===== src/rtl/l1_arb_pkg.sv =====
// l1_arb_pkg: shared types and helpers for the L1 read-only burst arbiter.
//   l1_arb_state_t   : arbiter FSM states (IDLE, REQ, DATA)
//   L1_ARB_RLEN_W    : default burst length field width (beats = rlen+1)
//   L1_ARB_MAX_REQ   : largest supported requester count
//   priority_encoder : index of the lowest set bit of a request vector
package l1_arb_pkg;

    localparam int L1_ARB_RLEN_W  = 5;
    localparam int L1_ARB_MAX_REQ = 4;

    typedef enum logic [1:0] {
        IDLE = 2'd0,
        REQ  = 2'd1,
        DATA = 2'd2
    } l1_arb_state_t;

    // Lowest index wins; returns 0 for an empty vector (callers gate with |v).
    function automatic logic [1:0] priority_encoder(input logic [L1_ARB_MAX_REQ-1:0] v);
        logic [1:0] r;
        r = 2'd0;
        for (int i = L1_ARB_MAX_REQ - 1; i >= 0; i--) begin
            if (v[i]) r = 2'(i);
        end
        return r;
    endfunction

endpackage


===== src/rtl/l1_arb_select.sv =====
// l1_arb_select: combinational winner chooser for l1_ro_arbiter.
// Build option: L1_RO_ARBITER_ROUND_ROBIN_EN selects round-robin search
// starting at ptr+1 (mod NUM_REQ); otherwise fixed priority, lowest index
// wins and ptr is ignored.
// Ports:
//   req  in  NUM_REQ  candidate requests
//   ptr  in  ID_W     last granted id (round-robin only)
//   gnt  out NUM_REQ  one-hot winner (zero when no request)
//   id   out ID_W     encoded winner
//   any  out 1        at least one request present
import l1_arb_pkg::*;

module l1_arb_select #(
    parameter int NUM_REQ = 2,
    parameter int ID_W    = 1
) (
    input  logic [NUM_REQ-1:0] req,
    input  logic [ID_W-1:0]    ptr,
    output logic [NUM_REQ-1:0] gnt,
    output logic [ID_W-1:0]    id,
    output logic               any
);

    logic [L1_ARB_MAX_REQ-1:0] vec;
    logic [1:0]                off;

`ifdef L1_RO_ARBITER_ROUND_ROBIN_EN
    // One extra bit so ptr+1+k never overflows before the modulo wrap.
    logic [ID_W:0] pos;

    always_comb begin
        vec = '0;
        pos = '0;
        // Rotate requests so vec[0] is the requester right after ptr.
        for (int k = 0; k < NUM_REQ; k++) begin
            pos = {1'b0, ptr} + (ID_W+1)'(k + 1);
            if (pos >= (ID_W+1)'(NUM_REQ)) pos = pos - (ID_W+1)'(NUM_REQ);
            vec[k] = req[pos[ID_W-1:0]];
        end
        off = priority_encoder(vec);
        pos = {1'b0, ptr} + (ID_W+1)'(off) + (ID_W+1)'(1);
        if (pos >= (ID_W+1)'(NUM_REQ)) pos = pos - (ID_W+1)'(NUM_REQ);
        id = pos[ID_W-1:0];
    end
`else
    logic unused_ptr;
    assign unused_ptr = ^ptr;

    always_comb begin
        vec = '0;
        vec[NUM_REQ-1:0] = req;
        off = priority_encoder(vec);
        id  = ID_W'(off);
    end
`endif

    assign any = |req;

    always_comb begin
        gnt = '0;
        if (any) gnt[id] = 1'b1;
    end

endmodule


===== src/rtl/l1_ro_arbiter.sv =====
// l1_ro_arbiter: shares one read-only burst memory port between NUM_REQ
// line-fill requesters. One burst outstanding; the winner's request is
// latched, forwarded, acked and its rlen+1 beats are steered back to it.
// Build option: L1_RO_ARBITER_ROUND_ROBIN_EN enables round-robin arbitration
// (pointer = last granted id); default is fixed priority, lowest index wins.
// Ports:
//   clk, rst          clock, asynchronous active-high reset
//   req_request[N]    per-requester request, held until its ack
//   req_addr[N*A]     per-requester word address (flattened, req i at i*ADDR_W)
//   req_rlen[N*R]     per-requester burst length minus 1 (flattened)
//   req_ack[N]        one-hot acceptance pulse to the winner
//   req_rvalid[N]     one-hot beat valid to the granted requester
//   req_rdata[32]     beat data, broadcast
//   mem_request/addr/rlen  request to memory (held until mem_ack)
//   mem_ack, mem_rvalid, mem_rdata  memory responses
//   busy              FSM not idle
import l1_arb_pkg::*;

module l1_ro_arbiter #(
    parameter int NUM_REQ = 2,
    parameter int ADDR_W  = 30,
    parameter int RLEN_W  = L1_ARB_RLEN_W
) (
    input  logic                      clk,
    input  logic                      rst,
    input  logic [NUM_REQ-1:0]        req_request,
    input  logic [NUM_REQ*ADDR_W-1:0] req_addr,
    input  logic [NUM_REQ*RLEN_W-1:0] req_rlen,
    output logic [NUM_REQ-1:0]        req_ack,
    output logic [NUM_REQ-1:0]        req_rvalid,
    output logic [31:0]               req_rdata,
    output logic                      mem_request,
    output logic [ADDR_W-1:0]         mem_addr,
    output logic [RLEN_W-1:0]         mem_rlen,
    input  logic                      mem_ack,
    input  logic                      mem_rvalid,
    input  logic [31:0]               mem_rdata,
    output logic                      busy
);

    localparam int ID_W = (NUM_REQ > 2) ? 2 : 1;

    l1_arb_state_t     state_q, state_d;
    logic [ID_W-1:0]   id_q, id_d;
    logic [ADDR_W-1:0] addr_q, addr_d;
    logic [RLEN_W-1:0] rlen_q, rlen_d;
    logic [RLEN_W-1:0] cnt_q, cnt_d;

    logic [NUM_REQ-1:0] arb_req, sel_gnt, id_mask;
    logic [ID_W-1:0]    sel_id, sel_ptr;
    logic               sel_any;
    logic               grab;

    logic [ADDR_W-1:0] addr_arr [NUM_REQ];
    logic [RLEN_W-1:0] rlen_arr [NUM_REQ];

    for (genvar i = 0; i < NUM_REQ; i++) begin : g_unpack
        assign addr_arr[i] = req_addr[i*ADDR_W +: ADDR_W];
        assign rlen_arr[i] = req_rlen[i*RLEN_W +: RLEN_W];
    end

`ifdef L1_RO_ARBITER_ROUND_ROBIN_EN
    logic [ID_W-1:0] ptr_q, ptr_d;
    assign sel_ptr = ptr_q;
`else
    assign sel_ptr = '0;
`endif

    always_comb begin
        id_mask = '0;
        id_mask[id_q] = 1'b1;
        // On the last beat the current owner is excluded so another waiting
        // requester is taken back-to-back; an idle arbiter sees everyone.
        arb_req = (state_q == DATA) ? (req_request & ~id_mask) : req_request;
    end

    l1_arb_select #(
        .NUM_REQ (NUM_REQ),
        .ID_W    (ID_W)
    ) u_select (
        .req (arb_req),
        .ptr (sel_ptr),
        .gnt (sel_gnt),
        .id  (sel_id),
        .any (sel_any)
    );

    always_comb begin
        state_d    = state_q;
        id_d       = id_q;
        addr_d     = addr_q;
        rlen_d     = rlen_q;
        cnt_d      = cnt_q;
        req_ack    = '0;
        req_rvalid = '0;
        grab       = 1'b0;
`ifdef L1_RO_ARBITER_ROUND_ROBIN_EN
        ptr_d      = ptr_q;
`endif

        case (state_q)
            IDLE: begin
                if (sel_any) grab = 1'b1;
            end
            REQ: begin
                if (mem_ack) begin
                    req_ack[id_q] = 1'b1;
                    cnt_d         = rlen_q;
                    state_d       = DATA;
                end
            end
            DATA: begin
                if (mem_rvalid) begin
                    req_rvalid[id_q] = 1'b1;
                    if (cnt_q == '0) begin
                        if (sel_any) grab = 1'b1;
                        else         state_d = IDLE;
                    end else begin
                        cnt_d = cnt_q - 1'b1;
                    end
                end
            end
            default: state_d = IDLE;
        endcase

        if (grab) begin
            state_d = REQ;
            id_d    = sel_id;
`ifdef L1_RO_ARBITER_ROUND_ROBIN_EN
            ptr_d   = sel_id;
`endif
            for (int i = 0; i < NUM_REQ; i++) begin
                if (sel_gnt[i]) begin
                    addr_d = addr_arr[i];
                    rlen_d = rlen_arr[i];
                end
            end
        end
    end

    always_ff @(posedge clk or posedge rst) begin
        if (rst) begin
            state_q <= IDLE;
            id_q    <= '0;
            addr_q  <= '0;
            rlen_q  <= '0;
            cnt_q   <= '0;
`ifdef L1_RO_ARBITER_ROUND_ROBIN_EN
            ptr_q   <= '0;
`endif
        end else begin
            state_q <= state_d;
            id_q    <= id_d;
            addr_q  <= addr_d;
            rlen_q  <= rlen_d;
            cnt_q   <= cnt_d;
`ifdef L1_RO_ARBITER_ROUND_ROBIN_EN
            ptr_q   <= ptr_d;
`endif
        end
    end

    assign mem_request = (state_q == REQ);
    assign mem_addr    = addr_q;
    assign mem_rlen    = rlen_q;
    assign busy        = (state_q != IDLE);
    assign req_rdata   = mem_rdata;

    // Protocol checks on both sides of the arbiter.
    a_ack_in_req: assert property (@(posedge clk) disable iff (rst)
        mem_ack |-> (state_q == REQ))
        else $error("mem_ack outside REQ");

    a_rvalid_in_data: assert property (@(posedge clk) disable iff (rst)
        mem_rvalid |-> (state_q == DATA))
        else $error("mem_rvalid outside DATA");

    a_req_held: assert property (@(posedge clk) disable iff (rst)
        (state_q == REQ) |-> req_request[id_q])
        else $error("granted request dropped before ack");

endmodule


===== config.mk =====
export PLATFORM = sky130hd
export DESIGN_NAME = l1_ro_arbiter
export DESIGN_NICKNAME = d
export VERILOG_FILES = /design/src/rtl/l1_arb_pkg.sv /design/src/rtl/l1_arb_select.sv /design/src/rtl/l1_ro_arbiter.sv
export SDC_FILE = /design/constraint.sdc
export NUM_CORES = 1
export LEC_CHECK = 0
export BUFFER_PORTS_ARGS = -buffer_cell sky130_fd_sc_hd__buf_2
export CAP_MARGIN = 0
export CORE_MARGIN = 2
export CORE_UTILIZATION = 41
export CTS_CLUSTER_DIAMETER = 120
export DETAILED_ROUTE_END_ITERATION = 7
export PLACE_DENSITY = 0.78
export SYNTH_ARGS = -nofsm -noshare
export SYNTH_HDL_FRONTEND = slang
export SYNTH_SLANG_ARGS = --single-unit

===== constraint.sdc =====
create_clock -name clk -period 2.6 [get_ports clk]
set_clock_uncertainty 0.1 [all_clocks]
set_input_delay 0.26 -clock clk [delete_from_list [all_inputs] [get_ports clk]]
set_output_delay 0.26 -clock clk [all_outputs]
set_load 0.01 [all_outputs]

## Yosys cells after proc, flatten, opt, wreduce, memory -nomap -nowiden

Cells that the tools add are included.

| storage, ports and cells | value |
|---|---|
| register bits after elaboration | 43 |

| cells by class | value |
|---|---|
| reduce and logical (&&, ||, !) cells | 11 |
| $lt $le $gt $ge | 4 |
| add/sub/neg operators | 1 |
| equal/unequal tests | 10 |
| multiplexer cells | 30 |
| bitwise gates (word level) | 2 |

Operators by type and width:

| cell | number |
|---|---|
| two-way mux 30 bit | 2 |
| two-way mux 5 bit | 5 |
| two-way mux 2 bit | 11 |
| case mux 5 bit (2 select lines) | 1 |
| two-way mux 1 bit | 7 |
| != test 2 bit, second input constant | 3 |
| != test 3 bit, second input constant | 2 |
| case mux 2 bit (3 select lines) | 1 |
| nonzero test 2 bit | 3 |
| logical NOT 5 bit | 1 |
| AND reduction 5 bit | 1 |
| subtractor 5 x 1 -> 5 bit, second input constant | 1 |
| less-than comparator 1 x 2 -> 1 bit, second input constant | 2 |
| AND reduction 4 bit | 1 |
| != test 3 x 1 -> 1 bit, second input constant | 1 |
| != test 3 x 2 -> 1 bit, second input constant | 1 |
| AND 2 bit | 1 |
| demux 1 bit (select 1 bit) | 2 |
| equality test 2 x 1 -> 1 bit, second input constant | 1 |
| equality test 2 bit, second input constant | 1 |
| >= comparator 1 bit, second input constant | 2 |
| logical AND 1 bit | 2 |
| logical NOT 2 bit | 1 |
| != test 2 x 1 -> 1 bit, second input constant | 1 |
| 4 further kinds | 4 |

## Longest topological paths before layout

Gate-level depths: netlist (run 1).

| logic depth | value |
|---|---|
| depth in word-level cells | 16 |
| mapped depth | 7 |
| depth with buffers taken out | 6 |

## By module

A second synthesis (run 1) with hierarchy kept.

| second synthesis, totals | value |
|---|---|
| cell total of the unflattened synthesis | 210 |
| area total of the unflattened synthesis | 2648.8 um2 |

Modules (own cells, without submodules):

| module | area an instance (um2) | cells an instance | times used | sequential area each (um2) |
|---|---|---|---|---|
| l1_ro_arbiter | 2625.0 | 206 | 1 | 1076.0 |
| l1_arb_select | 23.8 | 4 | 1 | 0.0 |

## Least setup slack after synthesis (run 1)

OpenSTA, ideal clock, no wires.

| timing path | value |
|---|---|
| path kind | register to register |
| start point | register cnt_q[0] |
| end point | register addr_q[1] (netlist: mem_addr[1]) |
| data arrival time | 2014 ps |
| required time | 2375 ps |
| stages on the path, launching flop included | 8 |
| setup slack | 361 ps |
| period minus slack after synthesis | 2239 ps |
| cell sequence | dfrtp_1 > inv_1 > ha_1 > nor4b_4 > o211ai_2 > a211oi_4 > buf_6 > mux2_2 |

| between the ends | value |
|---|---|
| word-level cells in the longest chain between the ends | 5 |

RTL lines:

| item | RTL line | RTL |
|---|---|---|
| from (decl) | l1_ro_arbiter.sv:47 | `logic [RLEN_W-1:0] cnt_q, cnt_d;` |
| from (signal assigned) | l1_ro_arbiter.sv:156 | `cnt_q <= cnt_d;` |
| logical NOT 5 bit | l1_ro_arbiter.sv:115 | `if (cnt_q == '0) begin` |
| two-way mux 1 bit | l1_ro_arbiter.sv:115 |  |
| two-way mux 1 bit | l1_ro_arbiter.sv:113 | `if (mem_rvalid) begin` |
| case mux 1 bit (2 select lines) | l1_ro_arbiter.sv:101 | `case (state_q)` |
| AND reduction 2 bit (no line) | - |  |
| to (signal assigned) | l1_ro_arbiter.sv:154 | `addr_q <= addr_d;` |
| to (decl) | l1_ro_arbiter.sv:45 | `logic [ADDR_W-1:0] addr_q, addr_d;` |

No other way between the ends.
A chain may end at the register's enable or synchronous reset.

## Worst setup path after layout (run 1)

| timing path | value |
|---|---|
| start point | register cnt_q[0] |
| end point | register addr_q[11] (netlist: mem_addr[11]) |

The elaborated chain is that of the path after synthesis.

==> reports/qor.txt, run 1 <==
Outcome: finished, final reports clean
Syn. warnings: 0
Cells along the critical path: inv_1 > ha_1 > nor4b_4 > o211ai_2 > a211oi_4 > buf_4 > mux2_2
Ant diodes: 0
Synth-to-Final Area Change: 19.6%
Post-CTS setup buffers: 0
Global-route wire length before repair: 9.25 mm
CP required: 2670 ps
Tcrit/Tclk final: 89.3%
Unrepaired setup endpoints after global routing: no
R2r setup slk: 280 ps
CP startpoint: cnt_q[0]
Setup WS pre-CTS: 273 ps
Slew Viols, Final: 0
Final hold violation count: 0
#FFs+latches synth: 43
Worst Tran Pin Value: 876 ps
GRT overflow: 0
Die width: 83.1 µm
Initial DRC Count: 36
Worst path max stage delay: 380 ps
R2R cell count: 7
H-tree depth: 2
Power share of the clock group: 12.0%
Worst r2r dst: mem_addr[11]
Reg-to-reg startpoint: cnt_q[0]
Largest fanout on the critical path: 20
Clk root buf: clkbuf_8
Initial Utilization: 42.8%
Pwr/cell area: 1080 mW/mm²
Post-cts sizing count: 0
Critical Path Start Type: register
Setup TNS Final: 0 ps
Largest net degree at the start of global routing: 44
Core Rows: 28
Final instance area: 0.00307 mm²
Via density: 4.90
Tot GR Track Use: 16.3%
Max_cap viols: 0
Die ar.: 0.00690 mm²
DRT antenna net count: 0
EDFF count, synth: 0
CTS Buf Count: 5
Reg power frac: 38.1%
Endpoints failing setup: 0
Final worst path period need: 2320 ps
Met3 Usage GRT: 6.46%
Worst path top cell family by delay: compound AO/OA/AOI/OAI gates
Switch share: 36.0%
Placed Area: 0.00298 mm²
Pre-antenna DRT Iters: 4
Placer Congestion: 0.773
Most utilized layer in the global route result: met2
Slowest CP cell: dfrtp_1
Max Clk Rate: 0.431 GHz
Slew HR: 41.5%
Worst EP arrival: 2390 ps
Vias: 1,823
Max Root-Sink Buffers: 2
Post-Syn Area per Cell: 12.3 µm²
Critical path class: register to register
Vias in the first global route: 1,953
Combinational Power Share: 49.9%
# clock sinks: 43
Asr flop ratio synth: 100%
CTS Hold Buffers Added: 0
Initial antenna violation count: 0
Gate Count Post-Synth: 209
IO Count: 181
Most common cell after layout, fill and taps aside: buf_2
Met2 usage: 28.6%
Net switching power: 1.19 mW
Core ar.: 0.00599 mm²
Synthesized area: 0.00256 mm²
Drc violations: 0
Nets: 406
Synthesized Nets: 319
Post-DP HPWL: 4.20 mm
Routed len/inst: 14.4 µm
Internal Power: 2.12 mW
Die Height: 83.1 µm
Clk_lat worst skew: 280 ps
Final wirelength: 5.37 mm
Worst hold path class: input port to asynchronous set/reset pin
Most frequent cells in the layout: buf_2 (116), mux2_2 (56), dfrtp_1 (43)
P_leak: 1.50 nW
Share of cells above drive strength 1: 66.7%
Clock transition at path regs: 80 ps
Max VDD drop: 507 µV
Sequential share of the synthesized area: 42.0%
Synth cell types: 32
I/O Buffers: 116
Final setup margin: 277 ps
Critical Path End Type: register
CTS tree: done
Critical path buffer and inverter count: 2
Ys flop type: dfrtp_1
Met1 Track Usage GR: 18.5%
## Yosys cell counts, types with 3 or more instances
cell / count / share of area [%]
buf_6: 3 / 1.3
buf_4: 32 / 9.4
nor2_1: 9 / 1.3
mux2_4: 8 / 4.7
a21oi_1: 4 / 0.78
nand2_1: 6 / 0.88
mux2_1: 6 / 2.6
dfrtp_1: 43 / 42
mux2_2: 56 / 25
nand3b_1: 3 / 0.88
inv_1: 6 / 0.88
o21ai_0: 6 / 1.2
buf_2: 5 / 0.98
## kinds of logic after synthesis
| logic type | after synthesis | share of synthesized area [%] |
|---|---|---|
| fa+ha+maj | 2 | 0.976 |
| buf+inv | 47 | 12.7 |
| mux | 72 | 32.7 |
| compound gates | 21 | 6.45 |
| flops | 43 | 42.0 |
| simple gates | 24 | 5.18 |
## final cells by class
type,count,area [µm²]
inverters,6,22.5
clock buffers,7,76.3
repair buffers,121,631
well taps,75,93.8
multi-input cells,119,1160
clock inverters,1,5.00
fillers,573,2930
flip-flops and latches,43,1080
## power by group through the flow
stage | logic [mW] | clock network (mW) | registers (mW)
after floorplan | 1.09 | 0 | 1.35
final | 1.65 | 0.397 | 1.26
after CTS | 1.68 | 0.417 | 1.27
after global routing | 1.80 | 0.449 | 1.32
after detailed placement | 1.68 | 0 | 1.28
after global placement | 1.63 | 0 | 1.27
## routing by layer
metal | up-vias | part of all wire (%)
met5 | - | 0
met1 | 839 | 39
met4 | 0 | 0.82
met2 | 106 | 50
met3 | 9 | 10
li1 | 869 | -
## sequential cells by signal, indices dropped and copies added (netlist names)
register  flops
mem_rlen      5
id_q          1
state_q       2
cnt_q         5
mem_addr     30
## how the worst max path moves through the flow
stage / end / slack, ps / depth (start not counted)
after floorplan: mem_addr[1] / 360 / 7
after global placement: mem_addr[7] / 350 / 7
after detailed placement: mem_addr[22] / 270 / 7
after CTS: mem_addr[22] / 260 / 7
after global routing: mem_addr[8] / 130 / 7
final: mem_addr[11] / 280 / 7
## per-stage QoR
stage	std cells	utilization (%)	power (mW)	hold WS, ps
after detailed placement	364	49.8	2.96	369
after floorplan	209	-	2.44	318
after CTS	372	51.2	3.37	82.3
after global placement	364	49.8	2.90	365
final	372	51.2	3.31	55.2
after global routing	372	51.2	3.57	145
Power figures use the tool's default switching activity.
==> run 2, diff against run 1 <==
--- a/config.mk
+++ b/config.mk
@@ -11,7 +11,7 @@
 export CORE_UTILIZATION = 41
 export CTS_CLUSTER_DIAMETER = 120
 export DETAILED_ROUTE_END_ITERATION = 7
-export PLACE_DENSITY = 0.78
+export PLACE_DENSITY = 0.8
 export SYNTH_ARGS = -nofsm -noshare
 export SYNTH_HDL_FRONTEND = slang
 export SYNTH_SLANG_ARGS = --single-unit
==> reports/qor.txt, run 2 (same netlist as run 1, synthesis figures left out) <==
Reg-to-reg startpoint: cnt_q[0] (unchanged)
Worst Tran Pin Value: 860 ps (was 876 ps)
Post-cts sizing count: 0 (unchanged)
Nets: 406 (unchanged)
Share of cells above drive strength 1: 66.9% (was 66.7%)
Core ar.: 0.00599 mm² (unchanged)
Critical path class: register to register (unchanged)
Pwr/cell area: 1110 mW/mm² (was 1080 mW/mm²)
Largest fanout on the critical path: 20 (unchanged)
Setup TNS Final: 0 ps (unchanged)
Final hold violation count: 0 (unchanged)
Tcrit/Tclk final: 88.9% (was 89.3%)
Setup WS pre-CTS: 289 ps (was 273 ps)
CP required: 2670 ps (about the same)
Most frequent cells in the layout: buf_2 (116), mux2_2 (56), dfrtp_1 (43) (unchanged)
Vias in the first global route: 1,879 (was 1,953)
Clk root buf: clkbuf_8 (unchanged)
Post-DP HPWL: 4.12 mm (was 4.20 mm)
Endpoints failing setup: 0 (unchanged)
IO Count: 181 (unchanged)
Drc violations: 0 (unchanged)
Worst hold path class: input port to asynchronous set/reset pin (unchanged)
Worst r2r dst: mem_addr[4] (was mem_addr[11])
Critical Path Start Type: register (unchanged)
Die ar.: 0.00690 mm² (unchanged)
Initial antenna violation count: 0 (unchanged)
Unrepaired setup endpoints after global routing: no (unchanged)
CTS Hold Buffers Added: 0 (unchanged)
Clock transition at path regs: 80 ps (about the same)
Die Height: 83.1 µm (unchanged)
Most common cell after layout, fill and taps aside: buf_2 (unchanged)
R2R cell count: 7 (unchanged)
Placed Area: 0.00297 mm² (was 0.00298 mm²)
Max VDD drop: 515 µV (was 507 µV)
Die width: 83.1 µm (unchanged)
Slew HR: 42.6% (was 41.5%)
Worst EP arrival: 2380 ps (was 2390 ps)
Slew Viols, Final: 0 (unchanged)
Core Rows: 28 (unchanged)
CTS tree: done (unchanged)
Max_cap viols: 0 (unchanged)
Post-CTS setup buffers: 0 (unchanged)
I/O Buffers: 116 (unchanged)
Outcome: finished, final reports clean (unchanged)
R2r setup slk: 290 ps (was 280 ps)
Pre-antenna DRT Iters: 4 (unchanged)
P_leak: 1.50 nW (about the same)
Global-route wire length before repair: 8.71 mm (was 9.25 mm)
DRT antenna net count: 0 (unchanged)
Largest net degree at the start of global routing: 44 (unchanged)
Synth-to-Final Area Change: 20.0% (was 19.6%)
Clk_lat worst skew: 290 ps (was 280 ps)
Placer Congestion: 0.811 (was 0.773)
Final wirelength: 5.24 mm (was 5.37 mm)
Max Clk Rate: 0.432 GHz (was 0.431 GHz)
# clock sinks: 43 (unchanged)
Via density: 4.93 (was 4.90)
Ant diodes: 0 (unchanged)
Routed len/inst: 14.1 µm (was 14.4 µm)
Critical Path End Type: register (unchanged)
GRT overflow: 0 (unchanged)
Tot GR Track Use: 15.5% (was 16.3%)
H-tree depth: 2 (unchanged)
Vias: 1,830 (was 1,823)
Initial Utilization: 42.8% (unchanged)
Initial DRC Count: 21 (was 36)
Final instance area: 0.00307 mm² (about the same)
Final setup margin: 288 ps (was 277 ps)
Max Root-Sink Buffers: 2 (unchanged)
Final worst path period need: 2310 ps (was 2320 ps)
CTS Buf Count: 5 (unchanged)
Max reg flops: 30 (unchanged)
run 2: cell types whose count changed in the layout (fill, tap and decap cells not counted):
cell	before	now
buf_12	1	0
buf_4	4	5
clkbuf_1	2	1
clkinv_2	1	0
bufinv_16	0	1
run 2: report_power, final:
part | internal [mW] | switching (mW) | total (mW)
Combinational | 0.897 | 0.737 | 1.63
Clock | 0.282 | 0.213 | 0.494
Sequential | 1.02 | 0.253 | 1.27
run 2: critical path, cell delays in order (launching register included):
cell and delay, ps:
dfrtp_1 390, inv_1 110, ha_1 170, nor4b_4 270, o211ai_2 170, a211oi_4 260, buf_4 340, mux2_2 390
run 2: through the flow:
stage                     utilization (%)  std cells  power, mW  hold slack, ps
after detailed placement             49.6        364       2.94             369
after global routing                 51.3        371       3.65             139
after CTS                            51.3        371       3.45            75.0
final                                51.3        371       3.40            42.9
after floorplan                         -        209       2.44             318
after global placement               49.6        364       2.87             364
run 2: final cells by class:
| type | count | area (µm²) |
|---|---|---|
| Clock buffer | 6 | 72.6 |
| Clock inverter | 1 | 30.0 |
| Fill cell | 536 | 2920 |
| Inverter | 6 | 22.5 |
| Multi-Input combinational cell | 119 | 1160 |
| Sequential cell | 43 | 1080 |
| Tap cell | 75 | 93.8 |
| Timing Repair Buffer | 121 | 618 |
run 2: worst max-delay path by stage:
stage,from,end,slack [ps],cells past startpoint
2_1_floorplan,cnt_q[0],mem_addr[1],360,7
3_3_place_gp,cnt_q[0],mem_addr[1],370,7
3_5_place_dp,cnt_q[0],mem_addr[4],290,7
4_1_cts,cnt_q[0],mem_addr[4],280,7
5_1_grt,cnt_q[0],mem_addr[4],160,7
6_report,cnt_q[0],mem_addr[4],290,7
run 2: routing by layer:
metal	part of all wire, %	routed length, µm	GRT usage [%]	vias up
li1	-	-	-	865
met1	39	2050	17.3	860
met2	51	2690	28.1	96
met3	8.5	443	5.27	9
met4	1.1	57	4.17	0
met5	0	0	0	-
